$ cat src/rtl/levenshtein_pattern_loader.sv
// Builds the per-character match-bitvector table for the Levenshtein controller in external SRAM.
// A search word is streamed in, stale entries are zeroed, and each distinct character's position mask is written over Wishbone.
module levenshtein_pattern_loader #(
   parameter int unsigned MASTER_ADDR_WIDTH = 24,
   parameter int unsigned BITVECTOR_WIDTH   = 16
) (
   input  logic                                 clk_i,
   input  logic                                 rst_ni,
   input  logic                                 chr_valid_i,
   output logic                                 chr_ready_o,
   input  logic [7:0]                           chr_data_i,
   input  logic                                 chr_last_i,
   output logic                                 wbm_cyc_o,
   output logic                                 wbm_stb_o,
   output logic [MASTER_ADDR_WIDTH-1:0]         wbm_adr_o,
   output logic                                 wbm_we_o,
   output logic [7:0]                           wbm_dat_o,
   output logic [2:0]                           wbm_cti_o,
   output logic [1:0]                           wbm_bte_o,
   input  logic                                 wbm_ack_i,
   input  logic                                 wbm_err_i,
   input  logic                                 wbm_rty_i,
   output logic                                 busy_o,
   output logic                                 done_o,
   output logic                                 error_o,
   output logic [$clog2(BITVECTOR_WIDTH)-1:0]   word_len_m1_o
);
   localparam int unsigned W        = BITVECTOR_WIDTH;
   localparam int unsigned BYTES    = (W + 7) / 8;
   localparam int unsigned SUFFIX_W = $clog2(BYTES);
   localparam int unsigned SFX_W    = (SUFFIX_W == 0) ? 1 : SUFFIX_W;
   localparam int unsigned PAD_W    = BYTES * 8;
   localparam int unsigned PI_W     = $clog2(W);
   localparam int unsigned LM1_W    = $clog2(W);
   localparam int unsigned LEN_W    = $clog2(W + 1);
   localparam int unsigned IDX_W    = (LEN_W > 9) ? LEN_W : 9;

   typedef enum logic [2:0] {
      S_IDLE, S_COLLECT, S_CLR_ALL, S_CLR_PREV, S_WRITE, S_DONE
   } state_e;

   state_e                   state_q;
   logic [7:0]               new_q  [W];
   logic [7:0]               prev_q [W];
   logic [LEN_W-1:0]         cnt_q, len_q, prevcnt_q;
   logic [IDX_W-1:0]         idx_q;
   logic [SFX_W-1:0]         beat_q;
   logic [7:0]               chr_q;
   logic [PAD_W-1:0]         vec_q;
   logic                     dirty_q, err_q, done_q, cyc_q;
   logic [MASTER_ADDR_WIDTH-1:0] adr_q;
   logic [7:0]               dat_q;
   logic [2:0]               cti_q;
   logic [LM1_W-1:0]         wlen_q;

   logic [PI_W-1:0]          pos;
   logic                     dup_prev_d, dup_new_d;
   logic [W-1:0]             vec_new_d;
   logic [7:0]               item_chr_d;
   logic [PAD_W-1:0]         item_vec_d;
   logic                     item_skip_d, item_end_d;

   function automatic logic [MASTER_ADDR_WIDTH-1:0] beat_adr(input logic [7:0] ch,
                                                             input logic [SFX_W-1:0] sfx);
      beat_adr = (MASTER_ADDR_WIDTH'(1) << (8 + SUFFIX_W))
               | (MASTER_ADDR_WIDTH'(ch) << SUFFIX_W)
               | MASTER_ADDR_WIDTH'(sfx);
   endfunction

   // Suffix 0 carries the most significant byte of the zero-padded vector.
   function automatic logic [7:0] beat_dat(input logic [PAD_W-1:0] vec,
                                           input logic [SFX_W-1:0] sfx);
      beat_dat = 8'(vec >> ((BYTES - 1 - 32'(sfx)) * 8));
   endfunction

   function automatic logic [2:0] beat_cti(input logic [SFX_W-1:0] sfx);
      if (BYTES == 1)                beat_cti = 3'b000;
      else if (32'(sfx) == BYTES - 1) beat_cti = 3'b111;
      else                           beat_cti = 3'b010;
   endfunction

   assign pos = idx_q[PI_W-1:0];

   always_comb begin
      dup_prev_d = 1'b0;
      dup_new_d  = 1'b0;
      vec_new_d  = '0;
      for (int unsigned j = 0; j < W; j++) begin
         if (j < 32'(pos)) begin
            if (prev_q[PI_W'(j)] == prev_q[pos]) dup_prev_d = 1'b1;
            if (new_q[PI_W'(j)] == new_q[pos])   dup_new_d  = 1'b1;
         end
         if (j < 32'(len_q) && new_q[PI_W'(j)] == new_q[pos]) vec_new_d[j] = 1'b1;
      end
   end

   // Next table entry to write for the current phase, or end-of-phase / skip-duplicate.
   always_comb begin
      item_chr_d  = '0;
      item_vec_d  = '0;
      item_skip_d = 1'b0;
      item_end_d  = 1'b0;
      case (state_q)
         S_CLR_ALL: begin
            item_chr_d = idx_q[7:0];
            item_end_d = (idx_q == IDX_W'(256));
         end
         S_CLR_PREV: begin
            item_chr_d  = prev_q[pos];
            item_end_d  = (idx_q == IDX_W'(prevcnt_q));
            item_skip_d = dup_prev_d;
         end
         S_WRITE: begin
            item_chr_d  = new_q[pos];
            item_vec_d  = PAD_W'(vec_new_d);
            item_end_d  = (idx_q == IDX_W'(len_q));
            item_skip_d = dup_new_d;
         end
         default: ;
      endcase
   end

   always_ff @(posedge clk_i or negedge rst_ni) begin
      if (!rst_ni) begin
         state_q   <= S_IDLE;
         for (int unsigned i = 0; i < W; i++) begin
            new_q[i]  <= '0;
            prev_q[i] <= '0;
         end
         cnt_q     <= '0;
         len_q     <= '0;
         prevcnt_q <= '0;
         idx_q     <= '0;
         beat_q    <= '0;
         chr_q     <= '0;
         vec_q     <= '0;
         dirty_q   <= 1'b1;
         err_q     <= 1'b0;
         done_q    <= 1'b0;
         cyc_q     <= 1'b0;
         adr_q     <= '0;
         dat_q     <= '0;
         cti_q     <= '0;
         wlen_q    <= '0;
      end else begin
         done_q <= 1'b0;
         case (state_q)
            S_IDLE, S_COLLECT: begin
               if (chr_valid_i) begin
                  if (cnt_q == '0) err_q <= 1'b0;
                  if (cnt_q < LEN_W'(W)) begin
                     new_q[cnt_q[PI_W-1:0]] <= chr_data_i;
                     cnt_q <= cnt_q + LEN_W'(1);
                  end else begin
                     err_q <= 1'b1;
                  end
                  if (chr_last_i) begin
                     len_q   <= (cnt_q < LEN_W'(W)) ? cnt_q + LEN_W'(1) : cnt_q;
                     cnt_q   <= '0;
                     idx_q   <= '0;
                     state_q <= dirty_q ? S_CLR_ALL : S_CLR_PREV;
                  end else begin
                     state_q <= S_COLLECT;
                  end
               end
            end
            S_CLR_ALL, S_CLR_PREV, S_WRITE: begin
               if (cyc_q) begin
                  if (wbm_err_i || wbm_rty_i) begin
                     cyc_q   <= 1'b0;
                     err_q   <= 1'b1;
                     dirty_q <= 1'b1;
                     state_q <= S_IDLE;
                  end else if (wbm_ack_i) begin
                     if (32'(beat_q) == BYTES - 1) begin
                        cyc_q <= 1'b0;
                        idx_q <= idx_q + IDX_W'(1);
                     end else begin
                        beat_q <= beat_q + SFX_W'(1);
                        adr_q  <= beat_adr(chr_q, beat_q + SFX_W'(1));
                        dat_q  <= beat_dat(vec_q, beat_q + SFX_W'(1));
                        cti_q  <= beat_cti(beat_q + SFX_W'(1));
                     end
                  end
               end else if (item_end_d) begin
                  idx_q <= '0;
                  if (state_q == S_CLR_ALL) begin
                     dirty_q <= 1'b0;
                     state_q <= S_WRITE;
                  end else if (state_q == S_CLR_PREV) begin
                     state_q <= S_WRITE;
                  end else begin
                     state_q <= S_DONE;
                  end
               end else if (item_skip_d) begin
                  idx_q <= idx_q + IDX_W'(1);
               end else begin
                  cyc_q  <= 1'b1;
                  beat_q <= '0;
                  chr_q  <= item_chr_d;
                  vec_q  <= item_vec_d;
                  adr_q  <= beat_adr(item_chr_d, '0);
                  dat_q  <= beat_dat(item_vec_d, '0);
                  cti_q  <= beat_cti('0);
               end
            end
            S_DONE: begin
               prev_q    <= new_q;
               prevcnt_q <= len_q;
               wlen_q    <= LM1_W'(len_q - LEN_W'(1));
               done_q    <= 1'b1;
               state_q   <= S_IDLE;
            end
            default: state_q <= S_IDLE;
         endcase
      end
   end

   assign chr_ready_o   = (state_q == S_IDLE) || (state_q == S_COLLECT);
   assign busy_o        = (state_q != S_IDLE);
   assign done_o        = done_q;
   assign error_o       = err_q;
   assign word_len_m1_o = wlen_q;
   assign wbm_cyc_o     = cyc_q;
   assign wbm_stb_o     = cyc_q;
   assign wbm_adr_o     = adr_q;
   assign wbm_we_o      = 1'b1;
   assign wbm_dat_o     = dat_q;
   assign wbm_cti_o     = cti_q;
   assign wbm_bte_o     = 2'b00;

endmodule
$ cat config.mk
export PLATFORM = sky130hd
export DESIGN_NAME = levenshtein_pattern_loader
export DESIGN_NICKNAME = d
export VERILOG_FILES = /design/src/rtl/levenshtein_pattern_loader.sv
export SDC_FILE = /design/constraint.sdc
export NUM_CORES = 1
export LEC_CHECK = 0
export CORE_UTILIZATION = 30
export CTS_CLUSTER_SIZE = 14
export DETAILED_ROUTE_END_ITERATION = 12
export PLACE_DENSITY = 0.51
export REMOVE_ABC_BUFFERS = 1
export SLEW_MARGIN = 20
export SYNTH_ARGS = -nofsm -noshare
export SYNTH_HDL_FRONTEND = slang
export SYNTH_SLANG_ARGS = --single-unit
$ cat constraint.sdc
create_clock -name clk_i -period 6.2 [get_ports clk_i]
set_input_delay 1.86 -clock clk_i [delete_from_list [all_inputs] [get_ports clk_i]]
set_output_delay 1.86 -clock clk_i [all_outputs]
set_load 0.02 [all_outputs]
==> results.toml <==
[outcome]
outcome = "finished, final reports clean"

[critical_path]
path_delay_family = "simple AND/OR/NAND/NOR gates"
crit_buf_inv = 1
slowest_delay_ns = 0.89
critPathLaunchType = "register"
cp_slowest_cell = "dfrtp_4"
worst_path_most_repeated_cell = "nor4_1"
critPathMaxFanout = 37
path_cells = "or3_1 -> o22ai_1 -> nor3_2 -> a21boi_0 -> o2111ai_1 -> nor4_1 -> nor4_1 -> nand4_1 -> o41ai_4 -> and3_1 -> buf_12 -> mux2_2"
cp_data_arrival_time_ns = 6.30
crit_type = "register to register"
r2r_start = "idx_q[1]"
startpoint = "idx_q[1]"
cp_data_required_time_ns = 6.65
cp-end-kind = "register"

[sta]
fmax_mhz = 171.2
final_hold_viol_count = 0
tns_ns = 0
slew_violations = 0
hold_ws_ns = 0.4857
worstMarginPinSlew_ns = 1.138
fin_crit_sh_pct = 94.20
slew_headroom_pct = 24.15
setup_violations = 0
post-route-min-period_ns = 5.841
rsz0062_at_grt = "no"
fin_ws_ns = 0.3593
fin_skew_ns = 0.02459

[clocking]
clock_tree.buffer_depth = 3
clock_sinks = 326
hold_buffers = 0
cts_tree = "done"
root_buffer = "clkbuf_16"
cts_setup_buffers = 0
cts_max_level = 2
clkTransAtPathRegs_ns = 0.06
ctsResizeCount = 0
clock_latency_ns = 0.57
numCtsBuffers = 39

[logic_synthesis]
synth-async-reset-ratio_pct = 100.0
synth_area_leader_cell = "dfrtp_1"
yosys.cell_types.count = 95
ys_top_cells_by_area = "dfrtp_1 38%, nand2_1 8.4%, mux2_2 7.0%"
synth.cells.most_frequent = "482 x nand2_1, 325 x dfrtp_1, 159 x xor2_1"
yosysSeqAreaShare_pct = 38.08
synth_area_um2 = 21430
syn_inst = 2315
synth.avg_cell_area_um2 = 9.256
ys_ff_latch = 326
synth.most_common_cell = "nand2_1"
ys_warn_count = 0
synth.top_cell.area_share_pct = 37.95
synthFlopType = "dfrtp_1"
synth_edf_count = 0

[placed_design]
globalplace.congestion = 1.049
dp_slack_ns = 0.4568
post-dp-hpwl_um = 70190
portBuffers = 45
place_area_um2 = 22600

[detailed_routing]
final_antenna_net_count = 0
firstDrtPassIters = 6
drc = 0
drt_iter0_drc = 2210
vias_per_cell = 5.746
vias = 18740
wire_per_inst_um = 28.60
wirelength_um = 93250

[power_and_ir_drop]
power_mw = 14.61
peakVddDrop_uv = 273.7
pwr_density_cell_nw_per_um2 = 612.3
power.leakage_nw = 10.42

[grt]
grt_max_degree = 107
antenna_found_initial = 2
overflow = 0
first_global_vias = 18110
grt_pass1_wl_um = 133800
grt.total_usage_pct = 25.14

[hold_path]
hold_class = "register to register"
hold_path_startpoint = "prevcnt_q[3]"

[floorplanning]
die-area_um2 = 72500
start_util_pct = 30.44
core.rowCount = 97
dieHeight_um = 269.3
core-area_um2 = 70390
ioPinCount = 63
chipWidth_um = 269.3

[job]
maxCapViolCount = 0

[layout]
nNetsFinal = 2315
postLayoutCellArea_um2 = 23870
area_growth_pct = 11.39
seqCellArea_um2 = 8165
multi_input_area_um2 = 12320
fillers = 7322
drive_above_1_share_pct = 13.28
[sequential cells by signal (all words and copies together), names as in the netlist]
register / count
new_q: 128
prev_q: 128
idx_q: 9
wbm_adr_o: 9
chr_q: 8
vec_q: 8
wbm_dat_o: 8
cnt_q: 5
len_q: 5
prevcnt_q: 5
word_len_m1_o: 4
state_q: 3
beat_q: 1
dirty_q: 1
done_o: 1
error_o: 1
wbm_cti_o: 1
wbm_cyc_o: 1
[cell families after synthesis]
family,count (synthesis),share of synthesized area [%]
adders and majority gates,7,0.4087
muxes,264,13.52
DFF,326,38.08
and+or+nand+nor,874,19.74
other,2,0.03505
xor gates and xnor gates,275,11.24
AOI/OAI and AO/OA,373,12.21
buffers and inverters,194,4.776
[worst paths after layout]
check	to	slack [ns]	depth (start not counted)
worst max-delay path	vec_q[2]	0.36	12
worst max register to register	vec_q[2]	0.36	12
min in group asynchronous	wbm_adr_o[0]	1.31	1
worst min-delay path	prevcnt_q[3]	0.49	2
worst min register to register	prevcnt_q[3]	0.49	2
max in group asynchronous	prevcnt_q[2]	3.60	2
[cell type report]
class / count / area share [%]
multi-input cells: 1810 / 51.63
well taps: 940 / 4.927
clock inverters: 11 / 0.5399
flip-flops and latches: 326 / 34.21
clock buffers: 57 / 4.749
diodes: 1 / 0.01048
inverters: 27 / 0.4351
repair buffers: 89 / 3.502
[metrics by stage]
step / util (%) / cells
floorplan: - / 2163
global placement: 32.11 / 3192
detailed placement: 32.11 / 3192
CTS: 33.91 / 3260
global route: 33.91 / 3260
finish: 33.91 / 3261
[routing by layer]
| layer | global-route usage, % | wire length, µm | up-vias |
|---|---|---|---|
| li1 | - | - | 8107 |
| met1 | 34.47 | 39500 | 9434 |
| met2 | 38.26 | 40780 | 968 |
| met3 | 3.829 | 7573 | 226 |
| met4 | 12.83 | 5383 | 2 |
| met5 | 0 | 11 | - |
[worst reg2reg max path, cell delays in order, from the launching register on]
cell and delay [ns]:
dfrtp_4 0.89, or3_1 0.56, o22ai_1 0.24, nor3_2 0.87
a21boi_0 0.26, o2111ai_1 0.44, nor4_1 0.12, nor4_1 0.36
nand4_1 0.35, o41ai_4 0.55, and3_1 0.51, buf_12 0.23
mux2_2 0.35
[power by group]
part / internal (mW) / leakage [nW] / switching (mW)
clock: 1.36 / 0.615 / 0.972
combinational: 3.20 / 5.45 / 5.44
sequential: 2.59 / 4.36 / 1.05
total: 7.15 / 10.4 / 7.47
[layout by cell type, fill, tap and decap left out, drive strengths merged, types with 8 or more instances in the layout]
cell,netlist,final
or4,9,9
nand4,42,42
a21boi,10,10
nor4,43,43
nand3,66,66
mux2i,115,115
nand2,497,497
a22o,29,29
buf,85,45
nand4b,16,16
clkdlybuf4s50,0,44
a21oi,61,61
nor2,55,55
dfrtp,325,325
conb,2,17
and3,19,19
inv,24,29
xnor2,116,116
o31ai,12,12
nor2b,15,15
a31oi,12,12
or3,15,15
o22ai,27,27
o21ai,77,77
o211ai,15,15
a21o,16,16
nor3,48,48
a211oi,10,10
a22oi,50,50
o41a,8,8
xor2,159,159
or2,9,9
o2111ai,10,10
nand2b,8,8
mux2,144,144
clkbuf,82,57
No activity file was read; power rests on OpenSTA's default activity.
